==> src/rtl/mux4_rr_arbiter.sv <==
// ---------------------------------------------------------------------------
// mux4_rr_arbiter
//
// Round-robin arbiter and sequencer for the shared 4-to-1 one-bit mux.
// Four requesters compete for the single mux output. One requester is granted
// at a time, and the mux select is driven from a register. An owner may keep
// the grant for as long as it keeps requesting. Once it has held the grant for
// MAX_HOLD cycles, it is moved off the grant if any other requester is
// waiting. An owner with no competitors is never moved off.
//
// Parameters:
//   MAX_HOLD   - maximum consecutive grant cycles while others wait (1..15)
//   CW         - hold counter width, 2**CW must exceed MAX_HOLD
//
// Ports:
//   i_clk      - clock, all state changes on the rising edge
//   i_rst      - synchronous active-high reset
//   i_req      - request vector, i_req[i] owns mux input d(i+1)
//   o_gnt      - registered one-hot grant, all-zero when idle
//   o_sel      - registered mux select, index of the granted requester;
//                holds its last value while idle
//   o_valid    - registered, high whenever o_gnt is non-zero
//   o_hold_cnt - saturating count of cycles the current owner has held the
//                grant (debug), zero while idle
// ---------------------------------------------------------------------------
module mux4_rr_arbiter #(
  parameter int MAX_HOLD = 8,
  parameter int CW       = 4
) (
  input  logic          i_clk,
  input  logic          i_rst,
  input  logic [3:0]    i_req,
  output logic [3:0]    o_gnt,
  output logic [1:0]    o_sel,
  output logic          o_valid,
  output logic [CW-1:0] o_hold_cnt
);

  typedef enum logic {
    IDLE = 1'b0,
    BUSY = 1'b1
  } state_t;

  localparam logic [CW-1:0] HOLD_LIMIT = CW'(MAX_HOLD);
  localparam logic [CW-1:0] HOLD_SAT   = {CW{1'b1}};

  state_t        r_state;
  logic [1:0]    r_ptr;
  logic [3:0]    r_gnt;
  logic [1:0]    r_sel;
  logic          r_valid;
  logic [CW-1:0] r_hold;

  logic [3:0]    w_otherReq;
  logic          w_ownerReq;
  logic [2:0]    w_allPick;
  logic [2:0]    w_othPick;
  logic          w_doGrant;
  logic          w_goIdle;
  logic [1:0]    w_grantIdx;

  // Searches ptr, ptr+1, ptr+2, ptr+3 (mod 4) and returns {found, index} of
  // the first set request. The 2-bit add gives the wrap-around for free.
  function automatic logic [2:0] rrPick(input logic [3:0] reqs,
                                        input logic [1:0] start);
    logic       found;
    logic [1:0] idx;
    logic [1:0] cand;
    found = 1'b0;
    idx   = start;
    for (int k = 0; k < 4; k++) begin
      cand = start + 2'(k);
      if (!found && reqs[cand]) begin
        found = 1'b1;
        idx   = cand;
      end
    end
    return {found, idx};
  endfunction

  // While BUSY, r_sel is the owner index. Masking the owner out gives the set
  // of competitors used both for release handover and for forced rotation.
  assign w_ownerReq = i_req[r_sel];
  assign w_otherReq = i_req & ~(4'b0001 << r_sel);
  assign w_allPick  = rrPick(i_req, r_ptr);
  assign w_othPick  = rrPick(w_otherReq, r_ptr);

  // Decide whether this edge makes a new grant, drops to idle, or keeps the
  // current owner. A release with competitors hands over on the same edge,
  // so there is no idle gap.
  always_comb begin
    w_doGrant  = 1'b0;
    w_goIdle   = 1'b0;
    w_grantIdx = r_sel;
    case (r_state)
      IDLE: begin
        if (w_allPick[2]) begin
          w_doGrant  = 1'b1;
          w_grantIdx = w_allPick[1:0];
        end
      end
      BUSY: begin
        if (!w_ownerReq) begin
          if (w_othPick[2]) begin
            w_doGrant  = 1'b1;
            w_grantIdx = w_othPick[1:0];
          end else begin
            w_goIdle = 1'b1;
          end
        end else if ((r_hold >= HOLD_LIMIT) && w_othPick[2]) begin
          w_doGrant  = 1'b1;
          w_grantIdx = w_othPick[1:0];
        end
      end
      default: begin
        w_goIdle = 1'b1;
      end
    endcase
  end

  // State machine and registered outputs. Reset takes priority over every
  // other input, including an active grant. Every new grant moves the pointer
  // one past the winner, which gives the round-robin order. r_sel is left
  // untouched when going idle.
  always_ff @(posedge i_clk) begin
    if (i_rst) begin
      r_state <= IDLE;
      r_ptr   <= 2'd0;
      r_gnt   <= 4'b0000;
      r_sel   <= 2'd0;
      r_valid <= 1'b0;
      r_hold  <= '0;
    end else if (w_doGrant) begin
      r_state <= BUSY;
      r_ptr   <= w_grantIdx + 2'd1;
      r_gnt   <= 4'b0001 << w_grantIdx;
      r_sel   <= w_grantIdx;
      r_valid <= 1'b1;
      r_hold  <= CW'(1);
    end else if (w_goIdle) begin
      r_state <= IDLE;
      r_gnt   <= 4'b0000;
      r_valid <= 1'b0;
      r_hold  <= '0;
    end else if ((r_state == BUSY) && (r_hold != HOLD_SAT)) begin
      r_hold <= r_hold + CW'(1);
    end
  end

  assign o_gnt      = r_gnt;
  assign o_sel      = r_sel;
  assign o_valid    = r_valid;
  assign o_hold_cnt = r_hold;

endmodule

==> config.mk <==
export PLATFORM = sky130hd
export DESIGN_NAME = mux4_rr_arbiter
export DESIGN_NICKNAME = d
export VERILOG_FILES = /design/src/rtl/mux4_rr_arbiter.sv
export SDC_FILE = /design/constraint.sdc
export NUM_CORES = 1
export LEC_CHECK = 0
export BUFFER_PORTS_ARGS = -buffer_cell sky130_fd_sc_hd__clkbuf_2
export CAP_MARGIN = 30
export CORE_MARGIN = 2
export CORE_UTILIZATION = 34
export CTS_BUF_LIST = sky130_fd_sc_hd__clkbuf_4 sky130_fd_sc_hd__clkbuf_8
export CTS_CLUSTER_DIAMETER = 150
export DETAILED_ROUTE_END_ITERATION = 8
export PLACE_DENSITY_LB_ADDON = 0.2
export RECOVER_POWER = 100
export SLEW_MARGIN = 20
export SYNTH_ARGS = -nofsm -noshare
export SYNTH_HDL_FRONTEND = slang
export SYNTH_SLANG_ARGS = --single-unit
==> constraint.sdc <==
create_clock -name i_clk -period 3.1 [get_ports i_clk]
set_clock_uncertainty 0.1 [all_clocks]
set_input_delay 0 -clock i_clk [delete_from_list [all_inputs] [get_ports i_clk]]
set_output_delay 0 -clock i_clk [all_outputs]
set_load 0.005 [all_outputs]
==> results of run 1 <==
[synthesized netlist by cell type, types with 2 or more instances]
cell type   n  area (µm²)
a21oi_1     8        40.0
o22ai_1     2        12.5
nor3_1      2        10.0
nor2b_1     2        12.5
o211ai_2    2        25.0
o2111ai_1   2        17.5
a211oi_1    3        22.5
inv_2       2        7.51
ha_1        6        75.1
o21ai_0     9        45.0
inv_1       8        30.0
mux2i_1     3        30.0
nor2_1     15        56.3
nand2b_1    5        31.3
dfxtp_1    13         260
a31oi_1     2        12.5
nor2_2      2        12.5
a22o_1      5        43.8
mux4_2      2        45.0
xnor2_1     3        26.3
clkbuf_1    4        15.0
nand2_1    12        45.0
buf_2       3        15.0
nand3_1     4        20.0
[worst paths after layout]
path	cells past startpoint	start	endpoint	slack, ns
min	2	i_rst	o_hold_cnt[0]	0.03
max	10	o_sel[0]	r_ptr[1]	0.48
min reg2reg	1	o_gnt[0]	o_gnt[0]	0.39
max reg2reg	10	o_sel[0]	r_ptr[1]	0.48
[sequential cells by signal, indices dropped and copies added (netlist names)]
signal      flops
o_valid         1
o_gnt           4
o_hold_cnt      4
o_sel           2
r_ptr           2
[stage by stage]
stage | cell area [µm²] | power (W)
after floorplan | 1160 | 0.000639
after global placement | 1270 | 0.000742
after detailed placement | 1270 | 0.000749
after CTS | 1300 | 0.000858
after global routing | 1270 | 0.000911
final | 1270 | 0.000829
[cell families (layout without fill, tap and decap cells)]
family	after synthesis	after routing	synth area share [%]
and+or+nand+nor	52	52	27.4
AOI/OAI and AO/OA	43	43	27.1
buffers and inverters	18	32	6.81
DFF	13	13	22.5
adders and majority gates	7	7	7.46
muxes	5	5	6.49
xor gates and xnor gates	3	3	2.27
[layer usage]
layer	track usage, %	routed length (µm)	part of all wire (%)
met5	0	0	0
met2	25.3	1330	47
met3	1.81	109	3.8
met4	7.50	47	1.7
met1	20.9	1360	48
[layout by cell type (no fill, tap or decap), drive strengths merged, types with 2 or more instances in the layout]
| master | netlist | layout |
|---|---|---|
| clkbuf | 4 | 21 |
| nor2 | 17 | 17 |
| dfxtp | 13 | 13 |
| nand2 | 12 | 12 |
| inv | 10 | 10 |
| o21ai | 9 | 9 |
| a21oi | 9 | 9 |
| ha | 6 | 6 |
| nand2b | 6 | 6 |
| a22o | 5 | 5 |
| nand3 | 4 | 4 |
| a211oi | 4 | 4 |
| xnor2 | 3 | 3 |
| mux2i | 3 | 3 |
| a31oi | 3 | 3 |
| mux4 | 2 | 2 |
| nor2b | 2 | 2 |
| o22ai | 2 | 2 |
| o2111ai | 2 | 2 |
| nor3 | 2 | 2 |
| and3 | 2 | 2 |
| o211ai | 2 | 2 |
| nor4 | 2 | 2 |
[power by group through the flow]
stage | combinational [W] | sequential (W) | clock (W)
after floorplan | 0.000405 | 0.000235 | 0
after global placement | 0.000478 | 0.000264 | 0
after detailed placement | 0.000482 | 0.000266 | 0
after CTS | 0.000484 | 0.000263 | 0.000111
after global routing | 0.000516 | 0.000273 | 0.000121
final | 0.000461 | 0.000262 | 0.000105
[final cells by class]
class                           count  area [µm²]  share of cell area [%]
Multi-Input combinational cell    110         805                    63.3
Sequential cell                    13         260                    20.5
Timing Repair Buffer               18        82.6                    6.50
Tap cell                           46        57.6                    4.53
Inverter                           10        37.5                    2.96
Clock buffer                        3        22.5                    1.77
Clock inverter                      1        5.00                   0.394
==> metrics.md, run 1 <==
| Metric | Value |
|---|---|
| Final hold violations | `0` |
| Pin count of the biggest net entering global routing | `16` |
| Final WS setup | `0.478 ns` |
| Yosys reg bits | `13` |
| Sequential share of power | `31.7%` |
| Die area | `3890 µm²` |
| LEAKAGE | `0.521 nW` |
| Die height | `62.3 µm` |
| Worst hold-check path type | `in -> reg` |
| PwrDens | `653 nW/µm²` |
| Grt ovf | `0` |
| Critical-path cell list | `clkbuf_1, xnor2_1, nand2_1, and3_1, a221o_1, a211oi_2, nor2b_1, ha_1, mux2i_1, nor2_1` |
| CORE AREA | `3310 µm²` |
| Setup crit start kind | `register` |
| Crit end category | `register` |
| Routed WL per cell | `14.1 µm` |
| Worst-Margin Slew | `0.519 ns` |
| Synthesis warning total | `0` |
| Clock Latency Late Sink | `0.27 ns` |
| Final period util | `84.6%` |
| Maximum clock insertion buffer count | `2` |
| F_max | `381 MHz` |
| Int Pwr | `0.000464 W` |
| Area Growth Syn to Fin | `9.73%` |
| Overall routing resource usage | `15.7%` |
| Data required, critical path | `3.16 ns` |
| Sw Ratio | `44.0%` |
| DP HPWL | `2150 µm` |
| Delay-heaviest family, CP | `compound AO/OA/AOI/OAI gates` |
| Starting DRT DRC Count | `47` |
| Nets | `168` |
| Share of power burned in combinational logic | `55.7%` |
| # Max-Cap Violations | `0` |
| Vias post-DR | `1092` |
| Highest-delay cell along the critical path | `dfxtp_1` |
| Pins over their slew limit | `0` |
| Post-layout util | `38.4%` |
| Status | `completed` |
| Routability congestion estimate | `0.925` |
| Syn Std Cell Area | `1160 µm²` |
| Total negative slack | `0 ns` |
| Final setup violation count | `0` |
| Crit path DAT | `2.68 ns` |
| IO Count | `17` |
| WHS | `0.0347 ns` |
| Distinct cells, synth | `46` |
| Hold buffers post-CTS | `0` |
| Worst-path clk slew | `0.08 ns` |
| FILL cells | `387` |
| Vias in the first global route | `1090` |
| Row count | `21` |
| Top_reg_cell synth | `dfxtp_1` |
| Num CTS Buffers | `3` |
| Routed Antenna Nets | `0` |
| Post-CTS sizing | `0` |
| Placed cell count | `197` |
| Max rail drop VDD | `0.000190 V` |
| Drt total wl | `2840 µm` |
| Crit path kind | `reg -> reg` |
| DP Worst Slack | `0.600 ns` |
| WP buf/inv | `1` |
| Layout cells sized above 1 | `20.0%` |
| P_sw | `0.000364 W` |
| Antenna cells | `0` |
| Final std cells w/o fill | `201` |
| Clock sink count | `13` |
| Post-synth EDFFs | `0` |
| Slew margin rel. | `65.4%` |
| Syn Nets | `153` |
| Post-synthesis average cell area | `8.21 µm²` |
| Number of H-tree levels | `1` |
| Unrepaired setup endpoints after global routing | `false` |
| Port Buffers | `16` |
| Initial antenna violation count | `0` |
| Sequential area share after synthesis | `22.5%` |
| Post-CTS Setup Bufs | `0` |
| Largest stage delay, worst path | `0.55 ns` |
| Clk network pwr share | `12.7%` |
| Ys async rst share | `0%` |
| Die X | `62.3 µm` |
| Tmin final | `2.62 ns` |
| Vias/cell | `5.43` |
| Post-Syn Instances | `141` |
| Starting density of the core | `35.0%` |
| Worst Path Max Fanout | `11` |
| CTS tree | `built` |
| First-pass GRT wire length | `5000 µm` |
| Post-route DRC | `0` |
| DRT Pass-1 Iters | `4` |
| Clock root cell | `clkbuf_4` |
Power figures use the tool's default switching activity.
==> run 2: changes to the inputs <==
Clock period 3.1 ns to 2.14 ns, I/O delays scaled along.
==> run 2 against run 1 <==
  * The flow now finishes with violations (setup timing)
  * Core utilization rose by 13 points
  * Sequential share of layout area fell by 4.7 points
  * Die area did not move
  * Routed wire length rose by 12%
  * Combinational power rose to 2.6 times the previous value
  * Clock power rose by 50%
  * Setup slack got worse by 0.53 ns
  * Hold slack got worse by 0.013 ns
  * Fmax rose by 20%
  * Global-route usage rose by 2.5 points
  * First-iteration DRC count rose by 8.5%
  * Register-to-register slack got worse by 0.53 ns
  * Critical endpoint unchanged
  * Largest cell class unchanged
==> metrics.md, run 2 (synthesis gave the netlist of run 1 again) <==
| Metric | Value |
|---|---|
| Placed cell count | `222 (+13%)` |
| Routed Antenna Nets | `0 (unchanged)` |
| Num CTS Buffers | `3 (unchanged)` |
| Share of power burned in combinational logic | `69.3% (+14 points)` |
| Die area | `3890 µm² (unchanged)` |
| FILL cells | `316 (-18%)` |
| PwrDens | `997 nW/µm² (+53%)` |
| IO Count | `17 (unchanged)` |
| Final WS setup | `-0.0502 ns (-0.528 ns)` |
| Drt total wl | `3180 µm (+12%)` |
| Max rail drop VDD | `0.000473 V (+150%)` |
| Failing checks | `setup timing` |
| Setup crit start kind | `register` |
| Clk network pwr share | `9.3% (-3.4 points)` |
| Crit end category | `register` |
| Row count | `21 (unchanged)` |
| CTS tree | `built` |
| Final setup violation count | `4 (+4)` |
| # Max-Cap Violations | `0 (unchanged)` |
| Clock Latency Late Sink | `0.28 ns (about the same)` |
| Clock sink count | `13 (unchanged)` |
| P_sw | `0.000699 W (+92%)` |
| Starting DRT DRC Count | `51 (+8.5%)` |
| Tmin final | `2.19 ns (-0.432 ns)` |
| Pins over their slew limit | `0 (unchanged)` |
| Die height | `62.3 µm (unchanged)` |
| Layout cells sized above 1 | `51.1% (+31 points)` |
| Final hold violations | `0 (unchanged)` |
| DP Worst Slack | `-0.156 ns (-0.756 ns)` |
| Tot Pwr | `0.00170 W (+110%)` |
| Routed WL per cell | `13.8 µm (-2.3%)` |
| Worst-path clk slew | `0.09 ns (about the same)` |
| Antenna cells | `0 (unchanged)` |
| Vias in the first global route | `1227 (+13%)` |
| Worst-Margin Slew | `0.508 ns (-0.0103 ns)` |
| Worst Path Max Fanout | `5 (-6)` |
| Commonest non-fill, non-tap cells in the layout | `buf_4, clkbuf_2, nor2_1, nand2_1, dfxtp_1` |
| Slew margin rel. | `65.8% (+0.37 points)` |
| First-pass GRT wire length | `5750 µm (+15%)` |
| LEAKAGE | `0.729 nW (+40%)` |
| Status | `finished, violations left` |
| Reg-to-reg slack, setup | `-0.05 ns (-0.53 ns)` |
| Maximum clock insertion buffer count | `2 (unchanged)` |
| Vias post-DR | `1220 (+12%)` |
| Final std cells w/o fill | `230 (+14%)` |
| DRT Pass-1 Iters | `4 (unchanged)` |
| Starting density of the core | `35.0% (unchanged)` |
| F_max | `457 MHz (+20%)` |
| Area Growth Syn to Fin | `47.2%` |
| Crit path kind | `reg -> reg` |
| Final period util | `102% (+18 points)` |
| Clock root cell | `clkbuf_4` |
| Port Buffers | `16 (unchanged)` |
| Routability congestion estimate | `0.881 (-4.7%)` |
| Initial antenna violation count | `0 (unchanged)` |
| Unrepaired setup endpoints after global routing | `true` |
| Grt ovf | `0 (unchanged)` |
| DP HPWL | `2420 µm (+12%)` |
| Crit path DAT | `2.26 ns (-0.42 ns)` |
| Die X | `62.3 µm (unchanged)` |
| Pin count of the biggest net entering global routing | `13 (-3)` |
| Post-layout util | `51.5% (+13 points)` |
| Sw Ratio | `41.2% (-2.8 points)` |
| Total negative slack | `-0.132 ns (-0.132 ns)` |
| Most common cell after layout, fill and taps aside | `buf_4` |
| Worst hold-check path type | `in -> reg` |
| CORE AREA | `3310 µm² (unchanged)` |
| Nets | `197 (+17%)` |
| Sequential share of power | `21.4% (-10 points)` |
| Data required, critical path | `2.21 ns (-0.95 ns)` |
| Int Pwr | `0.00100 W (+120%)` |
| Vias/cell | `5.30 (-2.4%)` |
| Number of H-tree levels | `1 (unchanged)` |
| Post-route DRC | `0 (unchanged)` |
| Overall routing resource usage | `18.1% (+2.5 points)` |
==> run 2: metal layers <==
layer | routed length [µm] | vias to the layer above | GRT usage [%]
met2 | 1550 | 53 | 28.7
li1 | - | 594 | -
met3 | 202 | 2 | 3.99
met5 | 0 | - | 0
met4 | 8 | 0 | 3.89
met1 | 1420 | 571 | 25.5
==> run 2: path summary, 6_finish.rpt <==
path | startpoint | end | depth (start not counted)
setup / recovery | o_sel[0] | r_ptr[1] | 9
hold reg to reg | o_gnt[1] | o_gnt[1] | 1
hold / removal | i_rst | o_sel[1] | 2
setup reg to reg | o_sel[0] | r_ptr[1] | 9
==> run 2: area by class of cell <==
class | instances | area, µm² | area share, %
multi-input combinational | 110 | 985 | 57.8
tap | 46 | 57.6 | 3.38
sequential | 13 | 269 | 15.8
inverter | 10 | 37.5 | 2.20
clock buffer | 3 | 22.5 | 1.32
clock inverter | 1 | 5.00 | 0.294
timing repair buffer | 47 | 328 | 19.2
==> run 2: repair_timing <==
item                       in CTS  in global routing
cloned                          0                  0
setup endpoints to repair       5                  6
gates resized for setup        25                 12
setup buffers                   2                  2
pin swaps                      12                  2
hold buffers                    0                  0
==> run 2: metrics by stage <==
step | hold slack (ns) | instance area, µm²
final | 0.0222 | 1700
after global routing | 0.0431 | 1700
after CTS | 0.0202 | 1640
after detailed placement | 0.292 | 1480
after global placement | 0.293 | 1480
after floorplan | 0.0416 | 1190
==> run 2: power by group through the flow <==
stage                     logic, W  clock network (W)  registers (W)
after floorplan           0.000621                  0       0.000344
after global placement    0.000937                  0       0.000353
after detailed placement  0.000949                  0       0.000354
after CTS                  0.00112           0.000164       0.000358
after global routing       0.00128           0.000181       0.000374
final                      0.00118           0.000157       0.000364
==> run 2: critical path: stages, from the launching register on <==
cell,delay [ns]
dfxtp_4,0.41
mux4_2,0.54
nand2b_4,0.12
nand3_4,0.11
buf_6,0.14
nor2_4,0.13
o22ai_4,0.10
ha_4,0.25
mux2i_1,0.14
nor2_1,0.05
